==> src/rtl/adder_seq_ctrl.sv <==
// rtl/adder_seq_ctrl.sv - multi-cycle WIDTH-bit adder driving one shared 3-bit ripple slice
// Optional signed-overflow output is built only when ADDER_OVF_EN is defined.

module adder_3bits (
    input  logic [2:0] a,
    input  logic [2:0] b,
    input  logic       ci,
    output logic [2:0] s,
    output logic       co
);
    logic [3:0] c;

    assign c[0] = ci;

    for (genvar i = 0; i < 3; i++) begin : g_fa
        assign s[i]   = a[i] ^ b[i] ^ c[i];
        assign c[i+1] = (a[i] & b[i]) | (c[i] & (a[i] ^ b[i]));
    end

    assign co = c[3];
endmodule

module adder_seq_ctrl #(
    parameter int WIDTH = 12
) (
    input  logic             clk,
    input  logic             rst_n,
    input  logic             start,
    input  logic             abort,
    input  logic [WIDTH-1:0] op_a,
    input  logic [WIDTH-1:0] op_b,
    input  logic             cin,
    output logic             busy,
    output logic             done,
    output logic [WIDTH-1:0] sum,
`ifdef ADDER_OVF_EN
    output logic             cout,
    output logic             ovf
`else
    output logic             cout
`endif
);
    localparam int NSLICE = WIDTH / 3;
    localparam int CW     = (NSLICE > 1) ? $clog2(NSLICE) : 1;

    if ((WIDTH % 3) != 0 || WIDTH < 3 || WIDTH > 48) begin : g_bad_width
        $error("adder_seq_ctrl: WIDTH must be a multiple of 3 in 3..48");
    end

    typedef enum logic [1:0] {
        IDLE = 2'b00,
        RUN  = 2'b01,
        DONE = 2'b10
    } state_t;

    state_t                  state;
    logic [NSLICE-1:0][2:0]  a_q;
    logic [NSLICE-1:0][2:0]  b_q;
    logic [NSLICE-1:0][2:0]  res;
    logic [NSLICE-1:0][2:0]  next_res;
    logic                    carry;
    logic [CW-1:0]           cnt;
    logic [2:0]              slice_s;
    logic                    slice_co;
    logic                    last;

    adder_3bits u_slice (
        .a  (a_q[cnt]),
        .b  (b_q[cnt]),
        .ci (carry),
        .s  (slice_s),
        .co (slice_co)
    );

    assign last = (cnt == CW'(NSLICE - 1));

    // Working result with the current slice merged in, so the final step can
    // publish the full sum on the same edge it writes the top slice.
    always_comb begin
        next_res      = res;
        next_res[cnt] = slice_s;
    end

    always_ff @(posedge clk or negedge rst_n) begin
        if (!rst_n) begin
            state <= IDLE;
            busy  <= 1'b0;
            done  <= 1'b0;
            sum   <= '0;
            cout  <= 1'b0;
            cnt   <= '0;
            carry <= 1'b0;
            a_q   <= '0;
            b_q   <= '0;
            res   <= '0;
`ifdef ADDER_OVF_EN
            ovf   <= 1'b0;
`endif
        end else begin
            done <= 1'b0;
            case (state)
                IDLE, DONE: begin
                    if (start) begin
                        a_q   <= op_a;
                        b_q   <= op_b;
                        carry <= cin;
                        cnt   <= '0;
                        busy  <= 1'b1;
                        state <= RUN;
                    end else begin
                        state <= IDLE;
                    end
                end
                RUN: begin
                    // Abort takes priority even over the final step.
                    if (abort) begin
                        busy  <= 1'b0;
                        state <= IDLE;
                    end else begin
                        res   <= next_res;
                        carry <= slice_co;
                        cnt   <= cnt + 1'b1;
                        if (last) begin
                            sum   <= next_res;
                            cout  <= slice_co;
`ifdef ADDER_OVF_EN
                            ovf   <= (a_q[NSLICE-1][2] ^ b_q[NSLICE-1][2] ^ next_res[NSLICE-1][2])
                                     ^ slice_co;
`endif
                            busy  <= 1'b0;
                            done  <= 1'b1;
                            state <= DONE;
                        end
                    end
                end
                default: begin
                    busy  <= 1'b0;
                    state <= IDLE;
                end
            endcase
        end
    end
endmodule
==> config.mk <==
export PLATFORM = sky130hd
export DESIGN_NAME = adder_seq_ctrl
export DESIGN_NICKNAME = d
export VERILOG_FILES = /design/src/rtl/adder_seq_ctrl.sv
export SDC_FILE = /design/constraint.sdc
export NUM_CORES = 1
export LEC_CHECK = 0
export CORE_ASPECT_RATIO = 0.75
export CORE_MARGIN = 5
export CORE_UTILIZATION = 55
export DETAILED_ROUTE_END_ITERATION = 10
export PLACE_DENSITY = 0.84
export SYNTH_ARGS = -nofsm -noshare
export SYNTH_HDL_FRONTEND = slang
export SYNTH_SLANG_ARGS = --single-unit
==> constraint.sdc <==
create_clock -name clk -period 4.4 [get_ports clk]
set_clock_uncertainty 0.15 [all_clocks]
set_input_delay 0.44 -clock clk [delete_from_list [all_inputs] [get_ports clk]]
set_output_delay 0.44 -clock clk [all_outputs]
set_load 0.02 [all_outputs]
# Word-level counts from Yosys, hierarchy flattened
# Cells that the tools add are included.
# word_totals
inputBits	29
reg_bits	56
# op_classes
magnitude_cmp	2
eq_ne	6
n_bitwise	16
mux	24
n_reduce_logical	9
add_sub_neg	1
# ops
operator	count
3-bit binary-select mux with 2-bit select	2
12-bit bitwise mux	1
1-bit 2-to-1 mux	9
3-bit 2-to-1 mux	3
2-bit 2-to-1 mux	4
2-bit one-hot mux with 2 select lines	2
1-bit bitwise AND	6
3-bit demux with 2-bit select	1
2-bit AND reduction	3
3-bit AND reduction	2
1-bit bitwise XOR	6
2-bit == test, second input constant	2
2-bit != test, second input constant	2
1-bit one-hot mux with 2 select lines	2
2-bit by 3-bit < comparator with 1-bit output, second input constant	1
3-bit != test, second input constant	1
1-bit OR	3
2-bit by 1-bit adder with 2-bit output, second input constant	1
2-bit by 1-bit == test with 1-bit output, second input constant	1
2-bit by 1-bit greater-or-equal comparator with 1-bit output, second input constant	1
2-bit zero test	1
2-bit nonzero test	1
2-bit OR reduction	1
1-bit logical AND	1
1-bit NOT	1

# Logic depth before layout (Yosys ltp)
# logic_depth
depth_word	11
ltp_mapped	11

# Modules after synthesis
# A second synthesis with hierarchy kept.
# unflattened
hier_cells	229
hier_area_um2	2403.6
# by_module_without_submodules
module	cells_per_inst	area_each_um2	seq_area_each_um2	n_inst
adder_seq_ctrl	216	2306.0	1326.3	1
adder_3bits	13	97.6	0.0	1

# Least setup slack after synthesis
# Ideal clock, no wire load.
# synth_timing
kind	register to register
startpoint	register cnt[0]
endpoint	register sum[2]
t_required_ns	4.173
setup_time_ns	0.077
synth_period_minus_slack_ns	2.722
slack_ns	1.678
path_buffers	1
path_stages_with_launch	12
t_arrival_ns	2.496
path_cell_list	dfrtp_1 > buf_2 > mux4_2 > inv_1 > fa_1 > inv_1 > fa_1 > inv_1 > fa_1 > nand2_1 > o21ai_0 > o21ai_1
# synth_between
elab_chain_cells	9
elab_cells_between_ends	22
classes_between	2 x order compare; 1 x eq/ne; 7 x mux; 10 x bitwise; 2 x reduce/logical
# synth_rtl
element	line	text
from (decl)	62	logic [CW-1:0] cnt;
from (signal assigned)	122	cnt <= cnt + 1'b1;
3-bit binary-select mux with 2-bit select, on equally long branches	68, 69	
3-bit 2-to-1 mux, on equally long branches	68, 69	
1-bit bitwise XOR	17	assign c[i+1] = (a[i] & b[i]) | (c[i] & (a[i] ^ b[i]));
1-bit bitwise AND	17	
1-bit OR	17	
1-bit bitwise AND	17	
1-bit OR	17	
1-bit bitwise XOR	16	assign s[i] = a[i] ^ b[i] ^ c[i];
12-bit bitwise mux	81	next_res[cnt] = slice_s;
to (signal assigned)	124	sum <= next_res;
to (decl)	35	output logic [WIDTH-1:0] sum,
# Several ways; a longest one is shown, not always the timed one. The select of a mux whose other input is x is not followed.
# A chain may end at the register's enable or synchronous reset.

# Final worst setup path
# layout_timing
startpoint	register cnt[0]
endpoint	register sum[8]
# The elaborated chain is that of the path after synthesis.

==> metrics.md <==
| Metric | Value |
|---|---|
| Distinct cells, synth | `23` |
| Fraction of layout cells with a size suffix above 1 | `0.0877` |
| RSZ-0062 raised after global routing | `false` |
| Least-Margin Pin Slew | `approximately 1.1 ns` |
| Crit share post-route | `0.692` |
| Via count | `between 1000 and 1500` |
| Drt initial violations | `71` |
| # IOs | `44` |
| CTS tree | `done` |
| R2R Setup Slk | `1.36 ns` |
| DR WL/cell | `about 15 um` |
| Netlist Area Pre-Place | `~2400 um2` |
| Slowest stage cell, crit path | `dfrtp_1` |
| CTS Sinks | `53` |
| Chip Width | `85.5 um` |
| Area grow syn2layout | `25.1%` |
| Slew Limit Fails | `0` |
| H-tree levels | `2` |
| Critical path peak fanout | `9` |
| Layout Nets | `between 200 and 300` |
| Crit path arrival time | `just over 3 ns` |
| Most frequent cells in the layout | `dfrtp_1 (53), clkdlybuf4s50_1 (42), mux2_1 (27)` |
| Worst slew margin | `0.287` |
| TritonCTS Buffers | `5` |
| Synth warn | `0` |
| Clock latency on the worst-skew pair | `approximately 0.31 ns` |
| Die Area | `about 5700 um2` |
| Initial antenna violation count | `0` |
| Hold-fix buffers, CTS | `0` |
| Die H | `66.6 um` |
| Number of max-cap violations | `0` |
| Commonest non-fill, non-tap cell in the layout | `dfrtp_1` |
| Critical Path RT | `around 4.5 ns` |
| Worst path cell trace | `mux4_2 -> inv_1 -> fa_1 -> inv_1 -> fa_1 -> inv_1 -> fa_1 -> nand2_1 -> o21ai_0 -> o21ai_1` |
| Root buf cell | `clkbuf_8` |
| Fill cell count | `309` |
| Setup Viol. Count Final | `0` |
| Final instance area | `between 2000 and 3000 um2` |
| Worst Hold Class | `in2async` |
| Ant diodes | `0` |
| Kind of critical path | `reg2reg` |
| HPWL Detailed | `3150 um` |
| Clk slew on worst S/H paths | `approximately 0.090 ns` |
| Final Core Density | `0.717` |
| DRT Wirelength | `4320 um` |
| Synthesized area per cell | `between 10 and 15 um2` |
| ANT nets after route | `0` |
| Vias/cell | `between 5 and 6` |
| First-pass GRT wire length | `around 7400 um` |
| Critical path launch point type | `flop` |
| Clock tree buffer depth | `2` |
| Global route overflow | `0` |
| Hold_ws | `a little under 0.08 ns` |
| Outcome | `finished, final reports clean` |
| Core ar. | `slightly above 4000 um2` |
| Tot Pwr | `around 0.0021 W` |
| Crit end category | `flop` |
| Post-CTS setup buffer count | `0` |
| PwrDens | `between 600 and 700 nW/um2` |
| Num rows | `20` |
| Pre-antenna DRT Iters | `4` |
| Mapped Cells | `roughly 180` |
| Final Critical Period | `around 3 ns` |
| Cts repair resizes | `0` |
| Hold Vio Cnt, Final | `0` |
| Number of port buffers | `43` |
| Remaining DRCs | `0` |
| Synth Register Bits | `53` |
| Syn_nets | `219` |
| Sequential area share after synthesis | `0.564` |
| Starting density of the core | `0.573` |
| Gr usage total | `0.173` |
| Fmax | `between 300 and 400 MHz` |
| Pin count of the biggest net entering global routing | `54` |
| Placer Congestion | `0.764` |
| Placed inst area | `roughly 2800 um2` |
| Multi-input logic area | `935 um2` |
| P_leak | `1.30 nW` |
| Area occupied by registers | `1330 um2` |
| Number of global-route vias before repair | `approximately 1600` |
| CP max stage delay | `between 0.6 and 0.7 ns` |
| TNS Setup | `0 ns` |
| Worst vdd ir | `0.000329 V` |
-- report_power, final --
| part | switching, W | leakage, nW | internal (W) |
|---|---|---|---|
| clock | 0.000152 | 0.0585 | 0.000185 |
| sequential | 0.000122 | 0.654 | 0.000666 |
| combinational | 0.000488 | 0.589 | 0.000445 |
-- cell families (layout without fill, tap and decap cells) --
family,Yosys count,count (layout),share of synthesized area
mux,40,40,0.216
fa+ha+maj,7,7,0.0468
compound gates,25,25,0.0580
simple gates,35,35,0.0750
flops,53,53,0.564
buf+inv,23,68,0.0399
-- synth_stat cells --
library cell / number / area [um2]
dfrtp_1: 53 / 1330
mux2_1: 27 / 304
nand2_1: 24 / 90.1
o21ai_1: 18 / 90.1
inv_1: 13 / 48.8
mux2i_1: 7 / 70.1
mux4_2: 6 / 135
clkbuf_1: 4 / 15.0
ha_1: 4 / 50.1
nand4bb_1: 4 / 45.0
buf_2: 3 / 15.0
fa_1: 3 / 60.1
o21ai_0: 3 / 15.0
a21o_1: 2 / 15.0
inv_2: 2 / 7.51
nor2_1: 2 / 7.51
nor3_1: 2 / 10.0
a221oi_1: 1 / 8.76
buf_4: 1 / 7.51
nand3_1: 1 / 5.00
nor2b_1: 1 / 6.26
nor3b_2: 1 / 12.5
o31ai_1: 1 / 7.51
-- per-stage QoR --
step                cells  setup WS (ns)
floorplan             183           1.68
global placement      275           1.46
detailed placement    275           1.38
CTS                   283           1.34
global route          283           1.12
finish                283           1.36
-- critical path: cells and delay by family, from the launching register on --
| kind | cells | cell delay (ns) |
|---|---|---|
| AND/OR/NAND/NOR | 1 | 0.11 |
| adder cells (fa/ha/maj) | 3 | 1.07 |
| flip-flops | 1 | 0.64 |
| multiplexers | 1 | 0.56 |
| buffers and inverters | 3 | 0.23 |
| AO/OA/AOI/OAI | 2 | 0.20 |
-- worst paths after layout --
path	start	cells after the start	endpoint
setup reg to reg	cnt[0]	10	sum[8]
max in group asynchronous	rst_n	2	sum[6]
hold / removal	rst_n	2	b_q[2]
setup / recovery	cnt[0]	10	sum[8]
min in group clk	sum[9]	2	sum[9]
hold reg to reg	sum[9]	2	sum[9]
-- state kept, by name, indices dropped and copies added, names as in the netlist --
| signal | cells |
|---|---|
| a_q | 12 |
| b_q | 12 |
| sum | 12 |
| res | 9 |
| cnt | 2 |
| state | 2 |
| busy | 1 |
| carry | 1 |
| cout | 1 |
| done | 1 |
-- metal layers --
metal / wire [um] / part of all wire / vias up / GRT usage
met5: 0 / 0 / - / 0
met4: 85 / 0.020 / 0 / 0.0711
met3: 237 / 0.055 / 8 / 0.0420
met2: 2030 / 0.47 / 31 / 0.280
met1: 1970 / 0.45 / 732 / 0.225
li1: - / - / 723 / -
-- area by class of cell --
cell class / instances / share of cell area
sequential: 53 / 0.451
multi-input combinational: 107 / 0.318
timing repair buffer: 45 / 0.150
clock buffer: 7 / 0.0293
tap: 55 / 0.0234
inverter: 15 / 0.0191
clock inverter: 1 / 0.0102
Power figures use the tool's default switching activity.
